===== src/rtl/reorder_buffer_pkg.sv =====
// Shared encodings and default widths for the reorder buffer and its neighbours in ID/EX.
package reorder_buffer_pkg;

  localparam int DEF_ROB_ID_SIZE    = 4;
  localparam int DEF_DEST_ADDR_SIZE = 5;
  localparam int DEF_REG_DATA_WIDTH = 32;
  localparam int DEF_PRED_ADDR_SIZE = 3;
  localparam int DEF_INS_TYPE_SIZE  = 2;
  localparam int INS_STATE_SIZE     = 1;

  // The reserved encoding retires like INS_TYPE_NONE.
  typedef enum logic [1:0] {
    INS_TYPE_NONE = 2'b00,
    INS_TYPE_PRED = 2'b01,
    INS_TYPE_REG  = 2'b10,
    INS_TYPE_RSVD = 2'b11
  } ins_type_e;

endpackage


===== src/rtl/rob_entry_ram.sv =====
// Entry storage for the reorder buffer: allocation write port, completion write port,
// head read port with clear, and per-entry valid/done flags.
module rob_entry_ram
  import reorder_buffer_pkg::*;
#(
  parameter int ROB_ID_SIZE    = DEF_ROB_ID_SIZE,
  parameter int DEST_ADDR_SIZE = DEF_DEST_ADDR_SIZE,
  parameter int REG_DATA_WIDTH = DEF_REG_DATA_WIDTH,
  parameter int INS_TYPE_SIZE  = DEF_INS_TYPE_SIZE
) (
  input  logic                      clk,
  input  logic                      reset,
  input  logic                      alloc_en,
  input  logic [ROB_ID_SIZE-1:0]    alloc_id,
  input  logic                      alloc_done,
  input  logic [INS_TYPE_SIZE-1:0]  alloc_type,
  input  logic [DEST_ADDR_SIZE-1:0] alloc_dest,
  input  logic                      cmpl_en,
  input  logic [ROB_ID_SIZE-1:0]    cmpl_id,
  input  logic [REG_DATA_WIDTH-1:0] cmpl_reg_data,
  input  logic                      cmpl_pred_data,
  input  logic                      clear_en,
  input  logic [ROB_ID_SIZE-1:0]    rd_id,
  output logic                      rd_valid,
  output logic                      rd_done,
  output logic [INS_TYPE_SIZE-1:0]  rd_type,
  output logic [DEST_ADDR_SIZE-1:0] rd_dest,
  output logic [REG_DATA_WIDTH-1:0] rd_reg_data,
  output logic                      rd_pred_data
);

  localparam int DEPTH = 2 ** ROB_ID_SIZE;

  logic [DEPTH-1:0]          valid_q;
  logic [DEPTH-1:0]          done_q;
  logic [INS_TYPE_SIZE-1:0]  type_q     [DEPTH];
  logic [DEST_ADDR_SIZE-1:0] dest_q     [DEPTH];
  logic [REG_DATA_WIDTH-1:0] reg_data_q [DEPTH];
  logic [DEPTH-1:0]          pred_data_q;

  // Entries are fully zeroed on reset and on retirement so an empty head reads as all zeros.
  // Allocation is written last so it wins over anything else aimed at the same slot.
  always_ff @(posedge clk) begin
    if (reset) begin
      valid_q     <= '0;
      done_q      <= '0;
      pred_data_q <= '0;
      for (int i = 0; i < DEPTH; i++) begin
        type_q[i]     <= '0;
        dest_q[i]     <= '0;
        reg_data_q[i] <= '0;
      end
    end else begin
      if (clear_en) begin
        valid_q[rd_id]     <= 1'b0;
        done_q[rd_id]      <= 1'b0;
        type_q[rd_id]      <= '0;
        dest_q[rd_id]      <= '0;
        reg_data_q[rd_id]  <= '0;
        pred_data_q[rd_id] <= 1'b0;
      end
      if (cmpl_en && valid_q[cmpl_id] && !done_q[cmpl_id]) begin
        done_q[cmpl_id]      <= 1'b1;
        reg_data_q[cmpl_id]  <= cmpl_reg_data;
        pred_data_q[cmpl_id] <= cmpl_pred_data;
      end
      if (alloc_en) begin
        valid_q[alloc_id]     <= 1'b1;
        done_q[alloc_id]      <= alloc_done;
        type_q[alloc_id]      <= alloc_type;
        dest_q[alloc_id]      <= alloc_dest;
        reg_data_q[alloc_id]  <= '0;
        pred_data_q[alloc_id] <= 1'b0;
      end
    end
  end

  assign rd_valid     = valid_q[rd_id];
  assign rd_done      = done_q[rd_id];
  assign rd_type      = type_q[rd_id];
  assign rd_dest      = dest_q[rd_id];
  assign rd_reg_data  = reg_data_q[rd_id];
  assign rd_pred_data = pred_data_q[rd_id];

endmodule


===== src/rtl/reorder_buffer.sv =====
// In-order retirement buffer: allocates from decode, collects EX completions out of order,
// and retires at most one entry per cycle onto the register and predicate write ports.
module reorder_buffer
  import reorder_buffer_pkg::*;
#(
  parameter int ROB_ID_SIZE    = DEF_ROB_ID_SIZE,
  parameter int DEST_ADDR_SIZE = DEF_DEST_ADDR_SIZE,
  parameter int REG_DATA_WIDTH = DEF_REG_DATA_WIDTH,
  parameter int PRED_ADDR_SIZE = DEF_PRED_ADDR_SIZE,
  parameter int INS_TYPE_SIZE  = DEF_INS_TYPE_SIZE
) (
  input  logic                      clk,
  input  logic                      reset,
  input  logic                      add_rob_entry,
  input  logic [DEST_ADDR_SIZE-1:0] entry_dest_addr,
  input  logic [INS_TYPE_SIZE-1:0]  entry_ins_type,
  input  logic [INS_STATE_SIZE-1:0] entry_ins_state,
  output logic                      rob_full,
  output logic [ROB_ID_SIZE-1:0]    entry_id,
  input  logic                      ex_done,
  input  logic [ROB_ID_SIZE-1:0]    ex_id,
  input  logic [REG_DATA_WIDTH-1:0] ex_reg_data,
  input  logic                      ex_pred_data,
  output logic                      wr_reg_en,
  output logic [DEST_ADDR_SIZE-1:0] wr_reg_addr,
  output logic [REG_DATA_WIDTH-1:0] wr_reg_data,
  output logic                      wr_pred_en,
  output logic [PRED_ADDR_SIZE-1:0] wr_pred_addr,
  output logic                      wr_pred_data,
  output logic                      rob_empty
);

  localparam logic [ROB_ID_SIZE:0] DEPTH = {1'b1, {ROB_ID_SIZE{1'b0}}};

  logic [ROB_ID_SIZE-1:0]    head;
  logic [ROB_ID_SIZE-1:0]    tail;
  logic [ROB_ID_SIZE:0]      count;
  logic                      alloc;
  logic                      commit;
  logic                      head_valid;
  logic                      head_done;
  logic [INS_TYPE_SIZE-1:0]  head_type;
  logic [DEST_ADDR_SIZE-1:0] head_dest;
  logic [REG_DATA_WIDTH-1:0] head_reg_data;
  logic                      head_pred_data;

  assign rob_full  = (count == DEPTH);
  assign rob_empty = (count == '0);
  assign entry_id  = tail;
  assign alloc     = add_rob_entry & ~rob_full;
  assign commit    = head_valid & head_done;

  rob_entry_ram #(
    .ROB_ID_SIZE   (ROB_ID_SIZE),
    .DEST_ADDR_SIZE(DEST_ADDR_SIZE),
    .REG_DATA_WIDTH(REG_DATA_WIDTH),
    .INS_TYPE_SIZE (INS_TYPE_SIZE)
  ) u_entries (
    .clk           (clk),
    .reset         (reset),
    .alloc_en      (alloc),
    .alloc_id      (tail),
    .alloc_done    (entry_ins_state[0]),
    .alloc_type    (entry_ins_type),
    .alloc_dest    (entry_dest_addr),
    .cmpl_en       (ex_done),
    .cmpl_id       (ex_id),
    .cmpl_reg_data (ex_reg_data),
    .cmpl_pred_data(ex_pred_data),
    .clear_en      (commit),
    .rd_id         (head),
    .rd_valid      (head_valid),
    .rd_done       (head_done),
    .rd_type       (head_type),
    .rd_dest       (head_dest),
    .rd_reg_data   (head_reg_data),
    .rd_pred_data  (head_pred_data)
  );

  // Pointers wrap naturally; count stays put when an allocation and a commit coincide.
  always_ff @(posedge clk) begin
    if (reset) begin
      head  <= '0;
      tail  <= '0;
      count <= '0;
    end else begin
      if (alloc) tail <= tail + 1'b1;
      if (commit) head <= head + 1'b1;
      if (alloc && !commit) count <= count + 1'b1;
      else if (commit && !alloc) count <= count - 1'b1;
    end
  end

  assign wr_reg_en    = commit & (head_type == INS_TYPE_SIZE'(INS_TYPE_REG));
  assign wr_pred_en   = commit & (head_type == INS_TYPE_SIZE'(INS_TYPE_PRED));
  assign wr_reg_addr  = head_dest;
  assign wr_reg_data  = head_reg_data;
  assign wr_pred_addr = head_dest[PRED_ADDR_SIZE-1:0];
  assign wr_pred_data = head_pred_data;

endmodule


===== config.mk =====
export PLATFORM = sky130hd
export DESIGN_NAME = reorder_buffer
export DESIGN_NICKNAME = d
export VERILOG_FILES = /design/src/rtl/reorder_buffer_pkg.sv /design/src/rtl/rob_entry_ram.sv /design/src/rtl/reorder_buffer.sv
export SDC_FILE = /design/constraint.sdc
export NUM_CORES = 1
export LEC_CHECK = 0
export CORE_ASPECT_RATIO = 1.25
export CORE_MARGIN = 1
export CORE_UTILIZATION = 45
export CTS_CLUSTER_DIAMETER = 30
export DETAILED_ROUTE_END_ITERATION = 8
export PLACE_DENSITY_LB_ADDON = 0.1
export SLEW_MARGIN = 20
export SYNTH_ARGS = -nofsm -noshare
export SYNTH_HDL_FRONTEND = slang
export SYNTH_SLANG_ARGS = --single-unit

===== constraint.sdc =====
create_clock -name clk -period 4.4 [get_ports clk]
set_input_delay 0.44 -clock clk [delete_from_list [all_inputs] [get_ports clk]]
set_output_delay 0.44 -clock clk [all_outputs]
set_load 0.1 [all_outputs]

==> flow_summary.json, run 1 <==
{
  "crit_path_start_kind": "flip-flop",
  "worstSetupPathType": "flip-flop to primary output",
  "cap_violations": 0,
  "port_buffers": 97,
  "n_fill_cell": 5425,
  "htreeDepth": 4,
  "final_cells": 3548,
  "wl_um": 102000,
  "clk_latency_ps": 710,
  "status": "complete, no violations",
  "antenna_found_initial": 3,
  "slew_headroom_pct": 21.1,
  "rsz0062_at_grt": "false",
  "seq_area_frac_synth_pct": 50.3,
  "dieHeight_um": 289,
  "wire_per_inst_um": 28.9,
  "fmax_ghz": 0.241,
  "power.density_nw_per_um2": 543,
  "finalSetupViolations": 0,
  "synth_warnings": 0,
  "viasPerCell": 6.48,
  "netlist_instances": 2568,
  "ctsResizeCount": 0,
  "grt_pass1_vias": 23390,
  "async_flop_share_pct": 0,
  "netlist_top_cells_count": "577 x dfxtp_1, 208 x mux4_2, 172 x nor2_1",
  "gp_congestion": 0.882,
  "worstPathCellList": "buf_4 -> mux4_2 -> mux4_2 -> nor3b_1 -> buf_4",
  "clkTransAtPathRegs_ps": 40,
  "grt_pass1_wl_um": 152000,
  "finalCritPeriodShare_pct": 94.3,
  "synth_edf_count": 112,
  "placed_cell_area_um2": 31500,
  "worst-path-buf-inv": 2,
  "clkSinkCount": 689,
  "syn-cell-area_um2": 29600,
  "slew_viol_final": 0,
  "syn_avg_cell_area_um2": 11.5,
  "synth_nets": 2630,
  "synth-compound-area-share_pct": 16.7,
  "initial_core_util_pct": 45.8,
  "required_ps": 3960,
  "synth_top_area_cell": "dfxtp_1",
  "fin_area_um2": 35900,
  "grt_overflow": 0,
  "fin_worst_skew_ps": 27.0,
  "dp_hpwl_um": 59600,
  "reg2reg_from": "head[0]$_SDFFE_PP0N_",
  "cpMaxStageDelayCell": "dfxtp_4",
  "synth_seq_cells": 689,
  "netlist_top_cells_area": "dfxtp_1 39%, mux4_2 16%, edfxtp_1 11%, o2bb2ai_1 4.7%, a22o_1 3.9%",
  "tritoncts": "built",
  "muxShareOfSynthArea_pct": 16.0,
  "synth_xor_area_share_pct": 0.177,
  "drtIter0Drc": 2120,
  "path_max_fanout": 48,
  "multi_input_area_um2": 13700,
  "area.sequential_um2": 14900,
  "area_delta_synth_final_pct": 21.2,
  "setup_tns_ps": 0,
  "via_count": 22984,
  "synth_top_family_by_area": "compound AO/OA/AOI/OAI gates",
  "path_delay_family": "multiplexers",
  "post_cts_buffers": 0,
  "synthSimpleGateAreaFrac_pct": 11.8,
  "route.detailed.drc": 0,
  "synth_cell_types": 78,
  "finalCriticalPeriod_ps": 4150,
  "yosys.area.top_type_share_pct": 39.0,
  "leakage_nw": 13.1,
  "min_path_type": "primary input to flip-flop",
  "ir_worst_vdd_mv": 0.611,
  "nets": 2659,
  "drive_gt1_share_pct": 22.8,
  "cts_buffer_depth": 3,
  "worstSetupEndpointType": "primary output",
  "firstDrtPassIters": 6,
  "slowest_delay_ps": 880,
  "numCtsBuffers": 133,
  "dp.cells": 3310,
  "ioPinCount": 98,
  "diodes": 0,
  "cp.arrival_ps": 3710,
  "ys.flop_type": "dfxtp_1",
  "hold_viol_final": 0,
  "cts_hold_buf": 0,
  "grt_max_degree": 68,
  "p_total_mw": 19.5,
  "coreArea_um2": 64800,
  "max_slew.worst_pin.slew_ps": 1180,
  "cts_root_buf": "clkbuf_16",
  "min_from": "reset",
  "ant_nets": 0,
  "synth.most_common_cell": "dfxtp_1",
  "die_w_um": 232,
  "grt_use_total_pct": 30.7,
  "synth_fa_ha_area_share_pct": 0.574,
  "core.rowCount": 104,
  "die_area_um2": 66900
}
final cells by class:
type,count,area share (%)
Clock buffer,172,10.5
Clock inverter,66,1.98
Timing Repair Buffer,172,4.62
Sequential cell,689,41.5
Multi-Input combinational cell,1578,38.2
Inverter,23,0.240
Tap cell,848,2.95
through the flow:
step	hold slack (ps)	worst slack, ps	util [%]
after floorplan	420	90.2	-
after global placement	428	671	48.3
after detailed placement	439	582	48.5
after CTS	148	197	55.5
after global routing	187	127	55.5
final	195	249	55.5
worst reg2reg max path, stage by stage, from the launching register on:
cell       delay (ps)
dfxtp_1           910
inv_1             330
nand2_1           220
o2111ai_1         340
ha_1              400
inv_1             110
ha_1              260
nor2b_1           160
o21a_1            180
or3_1             300
a21oi_1           180
xnor2_1           130
nor2_1             50
registers in the layout, indices dropped and copies added, names as in the netlist, named ones only:
register and count:
head 4, u_entries.dest_q 80, u_entries.pred_data_q 16, u_entries.type_q 32, u_entries.reg_data_q 512, count 5, u_entries.done_q 16, entry_id 4
u_entries.valid_q 16
where the power goes:
part           switching, mW  leakage [nW]  internal [mW]
logic                   1.79          5.11          0.949
registers              0.205          5.81           6.56
clock network           3.43          2.19           6.59
path summary, 6_finish.rpt:
kind         cells past startpoint  slack, ps                                         to
min reg2reg                      2        440  u_entries.reg_data_q[10][25]$_SDFFE_PP0P_
max                              5        250                                  wr_reg_en
min                              2        200                   entry_id[1]$_SDFFE_PP0N_
max reg2reg                     12        710                      count[4]$_SDFFE_PP0P_
cells in the final DEF (no fill, tap or decap), types with 28 or more instances in the layout:
cell type	count
dfxtp_1	573
mux4_2	208
nor2_1	165
o2bb2ai_1	160
nand2_1	156
nand3_1	146
clkbuf_16	138
a22o_1	133
edfxtp_1	112
o31ai_1	96
buf_4	96
o21ai_0	75
a31oi_1	69
and2_1	65
and3_1	62
clkdlybuf4s50_1	61
nor2b_1	43
a21oi_1	28
routing by layer:
layer	GRT usage, %	wire length, um
met1	37.7	40200
met2	51.4	49700
met4	14.7	4580
met5	0	32
met3	6.63	8010
cells by family (layout without fill, tap and decap cells):
| kind of cell | count (synthesis) | after routing |
|---|---|---|
| and+or+nand+nor | 702 | 702 |
| DFF | 689 | 689 |
| AOI/OAI and AO/OA | 642 | 642 |
| buffers and inverters | 301 | 433 |
| muxes | 215 | 215 |
| adders and majority gates | 13 | 13 |
| xor gates and xnor gates | 6 | 6 |
Power figures use the tool's default switching activity.
==> run 2: changes to the inputs <==
CORE_UTILIZATION = 50   (was 45)
==> flow_summary.json, run 2 (same netlist as run 1, synthesis figures left out) <==
{
  "finalCriticalPeriod_ps": 4130,
  "tritoncts": "built",
  "clkTransAtPathRegs_ps": 50,
  "finalSetupViolations": 0,
  "ant_nets": 0,
  "required_ps": 3960,
  "crit_path_start_kind": "flip-flop",
  "placed_cell_area_um2": 31300,
  "netSwitchingPower_mw": 5.44,
  "worstSetupPathType": "flip-flop to primary output",
  "coreArea_um2": 58500,
  "regMostFlops": "u_entries.reg_data_q",
  "worstPathCellList": "mux4_2 -> mux4_2 -> clkdlybuf4s50_1",
  "route.detailed.drc": 18,
  "min_path_type": "primary input to flip-flop",
  "ctsResizeCount": 0,
  "nets": 2654,
  "reg2reg_to": "count[4]$_SDFFE_PP0P_",
  "slew_headroom_pct": 26.2,
  "p_total_mw": 20.1,
  "violations": "DRC",
  "fmax_ghz": 0.242,
  "grt_use_total_pct": 34.2,
  "layout_commonest_cell": "dfxtp_1",
  "antenna_found_initial": 3,
  "leakage_nw": 13.2,
  "power.density_nw_per_um2": 557,
  "drive_gt1_share_pct": 22.8,
  "fin_worst_skew_ps": 27.4,
  "slowest_delay_ps": 1000,
  "slew_viol_final": 0,
  "cpMaxStageDelayCell": "clkdlybuf4s50_1",
  "rr_worst_depth": 13,
  "wl_um": 102000,
  "rsz0062_at_grt": "false",
  "crit_end": "wr_reg_addr[2]",
  "finalWorstSetupSlack_ps": 267,
  "via_count": 23095,
  "grt_max_degree": 68,
  "port_buffers": 97,
  "ioPinCount": 98,
  "cap_violations": 0,
  "drtIter0Drc": 2155,
  "clkPwrFrac_pct": 52.6,
  "die_area_um2": 60300,
  "cts_hold_buf": 0,
  "seqPwrFrac_pct": 33.5,
  "finalCritPeriodShare_pct": 93.9,
  "wire_per_inst_um": 29.6,
  "worstSetupEndpointType": "primary output",
  "firstDrtPassIters": 8,
  "htreeDepth": 4,
  "initial_core_util_pct": 50.7,
  "hold_viol_final": 0,
  "cts_buffer_depth": 3,
  "path_max_fanout": 32,
  "fin_area_um2": 36000,
  "path_common_cell": "mux4_2",
  "grt_pass1_vias": 23205,
  "clk_latency_ps": 710,
  "ir_worst_vdd_mv": 0.629,
  "cp.arrival_ps": 3690,
  "clkSinkCount": 689,
  "reg_top3": "u_entries.reg_data_q (512), u_entries.dest_q (80), u_entries.type_q (32)",
  "status": "finished with violations",
  "switching_share_pct": 27.1,
  "post-place-ws_ps": 534,
  "dieHeight_um": 274,
  "setup_tns_ps": 0,
  "area_delta_synth_final_pct": 21.4,
  "cts_root_buf": "clkbuf_16",
  "reg2reg_from": "head[2]$_SDFFE_PP0N_",
  "post_cts_buffers": 0,
  "die_w_um": 220,
  "max_slew.worst_pin.slew_ps": 1110,
  "dp_hpwl_um": 60000,
  "r2r_setup_slack_ps": 530,
  "p_comb_share_pct": 13.8,
  "layout_common_cells": "573 x dfxtp_1, 208 x mux4_2, 165 x nor2_1, 160 x o2bb2ai_1, 156 x nand2_1",
  "grt_overflow": 0,
  "intPower_mw": 14.6,
  "diodes": 0,
  "viasPerCell": 6.69,
  "n_fill_cell": 4675,
  "numCtsBuffers": 130,
  "grt_pass1_wl_um": 151000,
  "largest_register_ffs": 512,
  "core.rowCount": 99,
  "gp_congestion": 0.932
}
run 2: cell count changes in the layout (fill, tap and decap cells not counted), sizes merged:
cell / change
bufinv: +10
clkbuf: -9
clkinv: -1
buf: -2
inv: -2
run 2: per-stage QoR:
step | hold WS, ps | util, % | std cells
CTS | 216 | 61.6 | 3453
floorplan | 420 | - | 2568
global route | 254 | 61.6 | 3453
finish | 252 | 61.6 | 3453
detailed placement | 436 | 53.6 | 3217
global placement | 428 | 53.4 | 3213
run 2: routing by layer:
metal	share of wire, %	GRT usage, %
met1	38	41.6
met2	49	57.4
met3	8.1	7.49
met4	4.6	16.2
met5	0.038	0
run 2: critical path: cells and delay by family (launching register included):
kind     cells  cell delay [ps]
flops        1              790
mux          2             1160
buf+inv      1             1000
run 2: power groups by stage:
stage,clock [mW],sequential [mW],combinational (mW)
final,10.6,6.73,2.78
after global routing,11.0,6.75,2.91
after CTS,10.6,6.74,2.77
after detailed placement,0,6.86,2.77
after global placement,0,6.85,2.74
after floorplan,0,6.76,2.00
run 2: how the worst min path moves through the flow:
stage	from	endpoint	slack [ps]	depth (start not counted)
3_3_place_gp	u_entries.reg_data_q[10][3]$_SDFFE_PP0P_	u_entries.reg_data_q[10][3]$_SDFFE_PP0P_	430	2
6_report	reset	count[1]$_SDFFE_PP0P_	250	2
2_1_floorplan	u_entries.reg_data_q[10][0]$_SDFFE_PP0P_	u_entries.reg_data_q[10][0]$_SDFFE_PP0P_	420	2
4_1_cts	reset	entry_id[2]$_SDFFE_PP0N_	220	2
3_5_place_dp	u_entries.reg_data_q[10][23]$_SDFFE_PP0P_	u_entries.reg_data_q[10][23]$_SDFFE_PP0P_	440	2
5_1_grt	reset	entry_id[2]$_SDFFE_PP0N_	250	2
run 2: area by class of cell:
class | count | area [um2] | area share (%)
clock buffers | 163 | 3730 | 10.4
clock inverters | 73 | 962 | 2.67
inverters | 23 | 86.3 | 0.240
multi-input cells | 1578 | 13700 | 38.1
flip-flops and latches | 689 | 14900 | 41.5
well taps | 757 | 947 | 2.63
repair buffers | 170 | 1640 | 4.55
